**config.mk**
```make
export PLATFORM = sky130hd
export DESIGN_NAME = dpcm_decoder_apb
export DESIGN_NICKNAME = d
export VERILOG_FILES = /design/src/rtl/dpcm_pkg.sv /design/src/rtl/dpcm_sample_fifo.sv /design/src/rtl/dpcm_decoder_apb.sv
export SDC_FILE = /design/constraint.sdc
export NUM_CORES = 1
export LEC_CHECK = 0
export BUFFER_PORTS_ARGS = -buffer_cell sky130_fd_sc_hd__buf_4
export CAP_MARGIN = 25
export CORE_MARGIN = 8
export CORE_UTILIZATION = 49
export CTS_CLUSTER_DIAMETER = 150
export DETAILED_ROUTE_END_ITERATION = 7
export GPL_ROUTABILITY_DRIVEN = 0
export GPL_TIMING_DRIVEN = 0
export PLACE_DENSITY = 0.67
export SYNTH_ARGS = -nofsm -noshare
export SYNTH_HDL_FRONTEND = slang
export SYNTH_SLANG_ARGS = --single-unit
```
**constraint.sdc**
```tcl
create_clock -name PCLK -period 12.4 [get_ports PCLK]
set_input_delay 2.48 -clock PCLK [delete_from_list [all_inputs] [get_ports PCLK]]
set_output_delay 2.48 -clock PCLK [all_outputs]
set_load 0.02 [all_outputs]
```
**src/rtl/dpcm_pkg.sv**
```systemverilog
// Shared types, register offsets and the saturating adder for the DPCM encoder/decoder pair.
package dpcm_pkg;

   typedef enum logic [1:0] {
      S_IDLE   = 2'd0,
      S_SETUP  = 2'd1,
      S_ACCESS = 2'd2,
      S_WAIT   = 2'd3
   } apb_state_t;

   localparam logic [7:0] ADDR_DATA   = 8'h00;
   localparam logic [7:0] ADDR_STATUS = 8'h04;
   localparam logic [7:0] ADDR_CTRL   = 8'h08;

   localparam int STAT_EMPTY   = 0;
   localparam int STAT_FULL    = 1;
   localparam int STAT_SAT     = 2;
   localparam int STAT_CNT_LSB = 8;
   localparam int CTRL_CLEAR   = 0;
   localparam int CTRL_CLR_SAT = 1;

   // Operands are sign-extended to 64 bits by the caller; the result is clamped to a signed w-bit range.
   function automatic logic signed [63:0] sat_add(input logic signed [63:0] a,
                                                  input logic signed [63:0] b,
                                                  input int w);
      logic signed [64:0] sum;
      logic signed [64:0] hi;
      logic signed [64:0] lo;
      sum = a;
      sum = sum + b;
      hi  = (65'sd1 <<< (w - 1)) - 65'sd1;
      lo  = -(65'sd1 <<< (w - 1));
      if (sum > hi)
         return $signed(hi[63:0]);
      else if (sum < lo)
         return $signed(lo[63:0]);
      else
         return $signed(sum[63:0]);
   endfunction

endpackage

```
**src/rtl/dpcm_sample_fifo.sv**
```systemverilog
// Circular FIFO holding reconstructed samples; count disambiguates full from empty.
module dpcm_sample_fifo
   import dpcm_pkg::*;
#(
   parameter int DATA_W     = 32,
   parameter int FIFO_DEPTH = 8,
   localparam int PTR_W     = $clog2(FIFO_DEPTH),
   localparam int CNT_W     = PTR_W + 1
) (
   input  logic              PCLK,
   input  logic              PRESETn,
   input  logic              push,
   input  logic              pop,
   input  logic              flush,
   input  logic [DATA_W-1:0] din,
   output logic [DATA_W-1:0] dout,
   output logic [CNT_W-1:0]  count,
   output logic              full,
   output logic              empty
);

   logic [DATA_W-1:0] mem [FIFO_DEPTH];
   logic [PTR_W-1:0]  wr_ptr;
   logic [PTR_W-1:0]  rd_ptr;
   logic              push_ok;
   logic              pop_ok;

   assign full    = (count == CNT_W'(FIFO_DEPTH));
   assign empty   = (count == '0);
   assign push_ok = push && !full && !flush;
   assign pop_ok  = pop && !empty && !flush;
   assign dout    = mem[rd_ptr];

   always_ff @(posedge PCLK) begin
      if (push_ok)
         mem[wr_ptr] <= din;
   end

   // Depth is a power of two, so pointer overflow is the wrap.
   always_ff @(posedge PCLK or negedge PRESETn) begin
      if (!PRESETn) begin
         wr_ptr <= '0;
         rd_ptr <= '0;
         count  <= '0;
      end else if (flush) begin
         wr_ptr <= '0;
         rd_ptr <= '0;
         count  <= '0;
      end else begin
         if (push_ok)
            wr_ptr <= wr_ptr + PTR_W'(1);
         if (pop_ok)
            rd_ptr <= rd_ptr + PTR_W'(1);
         if (push_ok && !pop_ok)
            count <= count + CNT_W'(1);
         else if (pop_ok && !push_ok)
            count <= count - CNT_W'(1);
      end
   end

endmodule

```
**src/rtl/dpcm_decoder_apb.sv**
```systemverilog
// APB slave that rebuilds DPCM samples from saturated differences and queues them for readback.
// Optional macro DPCM_DEC_WAIT_EN adds a one-cycle WAIT state to DATA reads.
module dpcm_decoder_apb
   import dpcm_pkg::*;
#(
   parameter int DATA_W     = 32,
   parameter int DIFF_W     = 8,
   parameter int FIFO_DEPTH = 8
) (
   input  logic              PCLK,
   input  logic              PRESETn,
   input  logic              PSELx,
   input  logic              PENABLE,
   input  logic              PWRITE,
   input  logic [31:0]       PADDR,
   input  logic [DATA_W-1:0] PWDATA,
   output logic              PREADY,
   output logic              PSLVERR,
   output logic [DATA_W-1:0] PRDATA,
   output logic [1:0]        estados
);

`ifdef DPCM_DEC_WAIT_EN
   localparam bit WAIT_EN = 1'b1;
`else
   localparam bit WAIT_EN = 1'b0;
`endif

   localparam int CNT_W = $clog2(FIFO_DEPTH) + 1;
   localparam logic signed [63:0] DIFF_MAX = (64'sd1 <<< (DIFF_W - 1)) - 64'sd1;
   localparam logic signed [63:0] DIFF_MIN = -(64'sd1 <<< (DIFF_W - 1));

   apb_state_t               state_q, state_d;
   logic signed [DATA_W-1:0] pred_q;
   logic                     sat_sticky_q;
   logic [DATA_W-1:0]        rd_hold_q;
   logic                     done;
   logic                     err;

   logic [7:0]               addr;
   logic                     is_data, is_status, is_ctrl;
   logic                     addr_hi_unused;
   logic signed [63:0]       pred_x, diff_x, raw_sum, sat_sum;
   logic                     diff_ok, sat_hit;
   logic                     push, pop, flush, clr_sat;
   logic [DATA_W-1:0]        fifo_dout;
   logic [CNT_W-1:0]         fifo_count;
   logic                     fifo_full, fifo_empty;
   logic [DATA_W-1:0]        status_word;

   assign addr           = PADDR[7:0];
   assign addr_hi_unused = ^PADDR[31:8];
   assign is_data        = (addr == ADDR_DATA);
   assign is_status      = (addr == ADDR_STATUS);
   assign is_ctrl        = (addr == ADDR_CTRL);

   assign pred_x  = 64'(pred_q);
   assign diff_x  = 64'($signed(PWDATA));
   assign raw_sum = pred_x + diff_x;
   assign sat_sum = sat_add(pred_x, diff_x, DATA_W);
   assign sat_hit = (sat_sum != raw_sum);
   assign diff_ok = (diff_x >= DIFF_MIN) && (diff_x <= DIFF_MAX);

   assign push    = done && PWRITE && is_data && diff_ok && !fifo_full;
   assign pop     = done && !PWRITE && is_data && !fifo_empty;
   assign flush   = done && PWRITE && is_ctrl && PWDATA[CTRL_CLEAR];
   assign clr_sat = done && PWRITE && is_ctrl && PWDATA[CTRL_CLR_SAT];

   always_comb begin
      status_word                           = '0;
      status_word[STAT_EMPTY]               = fifo_empty;
      status_word[STAT_FULL]                = fifo_full;
      status_word[STAT_SAT]                 = sat_sticky_q;
      status_word[STAT_CNT_LSB +: 8]        = 8'(fifo_count);
   end

   // Commit happens only on the cycle that completes the transfer (done).
   always_comb begin
      state_d = state_q;
      PREADY  = 1'b1;
      done    = 1'b0;
      unique case (state_q)
         S_IDLE:   if (PSELx && !PENABLE) state_d = S_SETUP;
         S_SETUP:  state_d = S_ACCESS;
         S_ACCESS: begin
            if (WAIT_EN && !PWRITE && is_data) begin
               PREADY  = 1'b0;
               state_d = S_WAIT;
            end else begin
               done    = 1'b1;
               state_d = (PSELx && !PENABLE) ? S_SETUP : S_IDLE;
            end
         end
         S_WAIT: begin
            done    = 1'b1;
            state_d = (PSELx && !PENABLE) ? S_SETUP : S_IDLE;
         end
         default:  state_d = S_IDLE;
      endcase
   end

   always_comb begin
      PRDATA = '0;
      err    = 1'b0;
      if (done) begin
         if (is_data) begin
            if (PWRITE) begin
               err = !diff_ok || fifo_full;
            end else begin
               err = fifo_empty;
               if (!fifo_empty)
                  PRDATA = WAIT_EN ? rd_hold_q : fifo_dout;
            end
         end else if (is_status) begin
            if (PWRITE)
               err = 1'b1;
            else
               PRDATA = status_word;
         end else if (!is_ctrl) begin
            err = 1'b1;
         end
      end
   end

   assign PSLVERR = err;
   assign estados = state_q;

   always_ff @(posedge PCLK) begin
      if (state_q == S_ACCESS && state_d == S_WAIT)
         rd_hold_q <= fifo_empty ? '0 : fifo_dout;
   end

   always_ff @(posedge PCLK or negedge PRESETn) begin
      if (!PRESETn) begin
         state_q      <= S_IDLE;
         pred_q       <= '0;
         sat_sticky_q <= 1'b0;
      end else begin
         state_q <= state_d;
         if (flush)
            pred_q <= '0;
         else if (push)
            pred_q <= sat_sum[DATA_W-1:0];
         if (clr_sat)
            sat_sticky_q <= 1'b0;
         else if (push && sat_hit)
            sat_sticky_q <= 1'b1;
      end
   end

   dpcm_sample_fifo #(
      .DATA_W     (DATA_W),
      .FIFO_DEPTH (FIFO_DEPTH)
   ) u_fifo (
      .PCLK    (PCLK),
      .PRESETn (PRESETn),
      .push    (push),
      .pop     (pop),
      .flush   (flush),
      .din     (sat_sum[DATA_W-1:0]),
      .dout    (fifo_dout),
      .count   (fifo_count),
      .full    (fifo_full),
      .empty   (fifo_empty)
   );

endmodule

```
==> results of run 1 <==
## tightest hold or removal path, delay by kind of cell (launching register included)
| kind | cells | cell delay (ns) |
|---|---|---|
| AND/OR/NAND/NOR | 1 | 0.05 |
| AO/OA/AOI/OAI | 1 | 0.06 |
| flip-flops | 1 | 0.35 |
## registers in the layout, summed over array words and instances, names as in the netlist
register and count:
u_fifo.mem 256, u_fifo.count 4, u_fifo.rd_ptr 3, estados 2, sat_sticky_q 1, u_fifo.wr_ptr 3, pred_q 32
## cells in the mapped netlist, drive strengths merged (15+ instances only)
master / count
edfxtp: 256
o21ai: 49
xnor2: 17
buf: 30
nand2: 56
ha: 36
a21oi: 51
mux2i: 35
inv: 15
mux4: 64
nand3: 19
clkbuf: 21
nor2: 90
dfrtp: 45
## stage by stage
stage               power (uW)  utilization [%]  setup slack (ns)  hold WS (ns)  cell area [um^2]
floorplan                 1181                -             5.396        0.4538             14170
global placement          1221            53.25             2.267        0.4683             15240
detailed placement        1225            54.63             4.964        0.4810             15640
CTS                       2064            57.80             4.961        0.4941             16540
global route              2112            57.97             4.793        0.5294             16590
finish                    2056            57.97             4.978        0.4939             16590
## worst max-delay path by stage
stage,startpoint,to,slack [ns],cells past startpoint
4_1_cts,PADDR[7],PRDATA[7],4.96,11
5_1_grt,PADDR[7],PRDATA[7],4.79,11
3_5_place_dp,PADDR[7],PRDATA[7],4.96,11
2_1_floorplan,PADDR[7],PRDATA[12],5.40,9
6_report,PADDR[7],PRDATA[7],4.98,11
3_3_place_gp,PWDATA[27],u_fifo.mem[2][25],2.27,9
## kinds of logic (layout without fill, tap and decap cells)
logic type                 count (synthesis)  after routing  synth area share [%]
muxes                                    100            100                 12.81
AOI/OAI and AO/OA                        185            185                 8.699
xor gates and xnor gates                  28             28                 1.784
DFF                                      301            301                 62.20
adders and majority gates                 46             46                 4.080
other                                      1              1               0.02647
and+or+nand+nor                          245            245                 8.257
buffers and inverters                     67            227                 2.137
## final cells by class
class	instances	area (um^2)
clock inverters	19	198.9
clock buffers	30	706.9
multi-input cells	605	5097
repair buffers	111	993.5
fillers	2215	12030
flip-flops and latches	301	8813
inverters	16	60.06
well taps	384	480.5
plain buffers	51	242.7
## power groups by stage
stage	sequential, uW	clock [uW]	combinational [uW]
after floorplan	1130	0	50.5
after global placement	1130	0	91.3
after detailed placement	1130	0	94.5
after CTS	1110	860	94.8
after global routing	1110	899	105
final	1110	850	97.4
## cell usage in the layout, fill, tap and decap left out, drive strengths merged, types with 6 or more instances in the layout
master,instances
a21o,14
a21oi,51
a31oi,6
and3,8
buf,138
clkbuf,54
clkinv,13
dfrtp,45
edfxtp,256
ha,36
inv,17
maj3,8
mux2i,35
mux4,64
nand2,56
nand3,19
nand4,12
nor2,90
nor3,12
nor3b,8
nor4,11
o211ai,14
o21a,9
o21ai,49
or3,6
xnor2,17
xor2,11
## per-layer routing
layer  wire (um)  up-vias  share of wire (%)
li1            -     4091                  -
met1       15400     4548                 44
met2       16550      310                 48
met3        1823       57                5.3
met4         940        0                2.7
met5           0        -                  0
==> results.cfg, run 1 <==
[worst_setup_path]
r2r_start = pred_q[0]
cp_max_fo = 10
reg2reg_depth = 12
worstPathRequired_ns = 9.92
crit_slowest_cell = or4_1
path_cells = buf_4 -> nor4_1 -> nand2_1 -> or2_1 -> or4_1 -> buf_2 -> or2_1 -> buf_6 -> clkbuf_1 -> nor2_1 -> buf_4
critical-path-max-stage-delay_ns = 0.47
r2r_slack_ns = 8.49
critPathCaptureType = output pin
critical_path_buf_inv_count = 5
start_kind = input pin
timing.rr.end = u_fifo.mem[0][7]
critPathTopFamily = simple AND/OR/NAND/NOR gates
crit_type = in -> out
arrival_ns = 4.94

[synth]
synth_top_area_cell = edfxtp_1
synth_area_um2 = 14170
yosysSeqAreaShare_pct = 62.20
synth-edff-count = 256
syn_avg_cell_area_um2 = 14.56
synthArstFlopShare_pct = 14.95
yosysUniqueCellTypes = 80
syn-num-nets = 1080
ys_ff_latch = 301
netlist.area_leader.share_pct = 54.26
yosysWarnings = 0
ys.flop_type = edfxtp_1
synthCells = 973
yosys-top-cells-area = edfxtp_1 54%, mux4_2 10%, dfrtp_1 7.9%, ha_1 3.2%, mux2i_1 2.4%

[run]
maxCapViolCount = 0

[power]
ir_drop_mv = 0.1075
p_leak_uw = 0.005827
swShare_pct = 20.57
power_density_nw_per_um2 = 123.9
power_frac_seq_pct = 53.9
internal-power_uw = 1633
share_comb_of_total_power_pct = 4.7
clkPwrFrac_pct = 41.4
p_sw_uw = 422.9

[floorplanning]
die_x_um = 186.0
die_area_um2 = 34610
die_h_um = 186.0
initial_core_util_pct = 49.50
rows = 62
pin_count = 105
core_um2 = 28630

[global_route]
met2_usage_pct = 33.29
grt_pass1_vias = 9153
overflow = 0
antenna_found_initial = 1
grt_usage_pct = 20.34
gr-usage-met3_pct = 1.991
grt_max_degree = 46
use_met1_pct = 28.42
top_usage_layer = met2
grt_pass1_wl_mm = 53.05

[final_layout]
insertedDiodeCount = 0
layout.cells.non_filler = 1517
drive_above_1_share_pct = 24.01
area_delta_synth_final_pct = 17.11
nets = 1220

[drt]
drt_first_iter_violations = 752
drcViolationCount = 0
wl_per_cell_um = 22.88
routed_wl_mm = 34.71
antenna_left = 0
num_vias = 9006
dr.pass1.iters = 5
via_per_inst = 5.937

[sta]
tightest_slew_ns = 1.036
slew_violations = 0
post-route-period-util_pct = 59.85
setup-tns-final_ns = 0
slew-limit-headroom_pct = 30.92
setup_viol = 0
hold_viol = 0
finalClockSkew_ns = 0.01256
rsz0062_at_grt = no
fmax_mhz = 134.7
min_period_ns = 7.422

[worst_hold_path]
worstHoldStart = pred_q[0]
whs_path_depth = 2
worstHoldEndpoint = pred_q[0]
holdCritPathClass = reg -> reg

[cts]
hold_buffers = 0
cts.sinks = 301
htree_levels = 1
cts_buffers = 27
cts_root_buf = clkbuf_16
insertion_delay_ns = 0.53
post_cts_buffers = 0
clkSlewWorstSetupHoldPaths_ns = 0.06
clock_path_buffers = 3
cts_resized = 0
cts_tree = built

[placed_design]
numPortBuffers = 79
dp_hpwl_mm = 25.53
dp_cells = 1463

[run_status]
status = complete, no violations
No activity file was read; power rests on OpenSTA's default activity.
==> run 2, diff against run 1 <==
- PLACE_DENSITY: 0.67 -> 0.7
- clock period: 12.4 -> 6.1 ns (I/O delays scaled with it)
==> results.cfg, run 2 (synthesis gave the netlist of run 1 again) <==
[run_status]
status = complete, no violations

[floorplanning]
rows = 62
pin_count = 105
core_um2 = 28630
die_x_um = 186.0
die_area_um2 = 34610
die_h_um = 186.0
initial_core_util_pct = 49.50

[worst_setup_path]
path_cells = buf_4 -> nor4_1 -> nand2_1 -> or2_1 -> or4_1 -> buf_2 -> or2_1 -> buf_6 -> clkbuf_1 -> nor2_1 -> buf_4
cp_max_fo = 10
start_kind = input pin
crit_type = in -> out
crit_slowest_cell = or4_1
r2r_slack_ns = 2.16
arrival_ns = 3.71
critical-path-max-stage-delay_ns = 0.46
worstPathRequired_ns = 4.88
critPathCaptureType = output pin

[drt]
drt_first_iter_violations = 839
num_vias = 9047
antenna_left = 0
dr.pass1.iters = 7
via_per_inst = 5.956
drcViolationCount = 0
routed_wl_mm = 34.82
wl_per_cell_um = 22.92

[sta]
slew_violations = 0
setup_viol = 0
min_period_ns = 4.931
post-route-period-util_pct = 80.84
finalClockSkew_ns = 0.008349
hold_viol = 0
fmax_mhz = 202.8
slew-limit-headroom_pct = 27.24
tightest_slew_ns = 1.080
rsz0062_at_grt = no

[final_layout]
fillers = 2197
mostFrequentLayoutCells = 256 x edfxtp_1, 87 x nor2_1, 83 x buf_4
largest_reg_flops = 256
fin_util_pct = 58.19
drive_above_1_share_pct = 24.58
nets = 1220
insertedDiodeCount = 0
regArea_um2 = 8813
top_register = u_fifo.mem
largest_registers = u_fifo.mem x256, pred_q x32, u_fifo.count x4
fin_area_um2 = 16660
area_delta_synth_final_pct = 17.56
layout_commonest_cell = edfxtp_1
multi_input_area_um2 = 5097

[cts]
cts_root_buf = clkbuf_16
htree_levels = 1
hold_buffers = 0
cts.sinks = 301
cts_tree = built
cts_resized = 0
insertion_delay_ns = 0.54
clkSlewWorstSetupHoldPaths_ns = 0.06
post_cts_buffers = 0
clock_path_buffers = 3
cts_buffers = 28

[run]
maxCapViolCount = 0

[placed_design]
dp_hpwl_mm = 25.40
dpl-instance-area_um2 = 15610
numPortBuffers = 79

[power]
ir_drop_mv = 0.1947
p_leak_uw = 0.005854
power_density_nw_per_um2 = 256.2

[global_route]
grt_max_degree = 46
overflow = 0
antenna_found_initial = 0
grt_usage_pct = 20.45
grt_pass1_vias = 9145
grt_pass1_wl_mm = 53.72

[worst_hold_path]
holdCritPathClass = reg -> reg
-- run 2: worst paths after layout --
check | start | cells after the start | endpoint
max | PADDR[7] | 11 | PRDATA[12]
min | pred_q[0] | 2 | pred_q[0]
max reg2reg | pred_q[0] | 12 | u_fifo.mem[0][9]
min reg2reg | pred_q[0] | 2 | pred_q[0]
max in group asynchronous | PRESETn | 1 | pred_q[23]
min in group asynchronous | PRESETn | 1 | pred_q[1]
-- run 2: per-layer routing --
layer	global-route usage (%)	share of wire [%]
met1	28.46	44
met2	33.34	48
met3	2.089	5.2
met4	7.018	3.2
met5	0	0
-- run 2: area by class of cell --
| cell class | count | area share [%] |
|---|---|---|
| multi-input cells | 605 | 30.60 |
| clock inverters | 14 | 0.6760 |
| clock buffers | 38 | 5.251 |
| plain buffers | 51 | 1.457 |
| inverters | 16 | 0.3606 |
| repair buffers | 110 | 5.859 |
| flip-flops and latches | 301 | 52.91 |
| well taps | 384 | 2.884 |
-- run 2: worst max-delay path, delay by kind of cell --
family                 cells  cell delay (ns)
buffers and inverters      5             0.87
AND/OR/NAND/NOR            6             1.62
-- run 2: power breakdown --
group | total [uW] | switching, uW | internal, uW
logic | 197 | 134 | 63.0
clock network | 1820 | 762 | 1060
registers | 2250 | 0.940 | 2250
total | 4270 | 897 | 3370
-- run 2: metrics by stage --
stage | setup slack (ns) | instances | TNS [ns] | total power [uW] | hold WS [ns]
2_1_floorplan | 0.5515 | 973 | 0 | 2400 | 0.4538
3_3_place_gp | -2.625 | 1436 | -476.70 | 2482 | 0.4709
3_5_place_dp | 0.9292 | 1461 | 0 | 2488 | 0.4818
4_1_cts | 1.129 | 1513 | 0 | 4283 | 0.5017
5_1_grt | 0.9922 | 1519 | 0 | 4384 | 0.5520
6_report | 1.169 | 1519 | 0 | 4267 | 0.4975
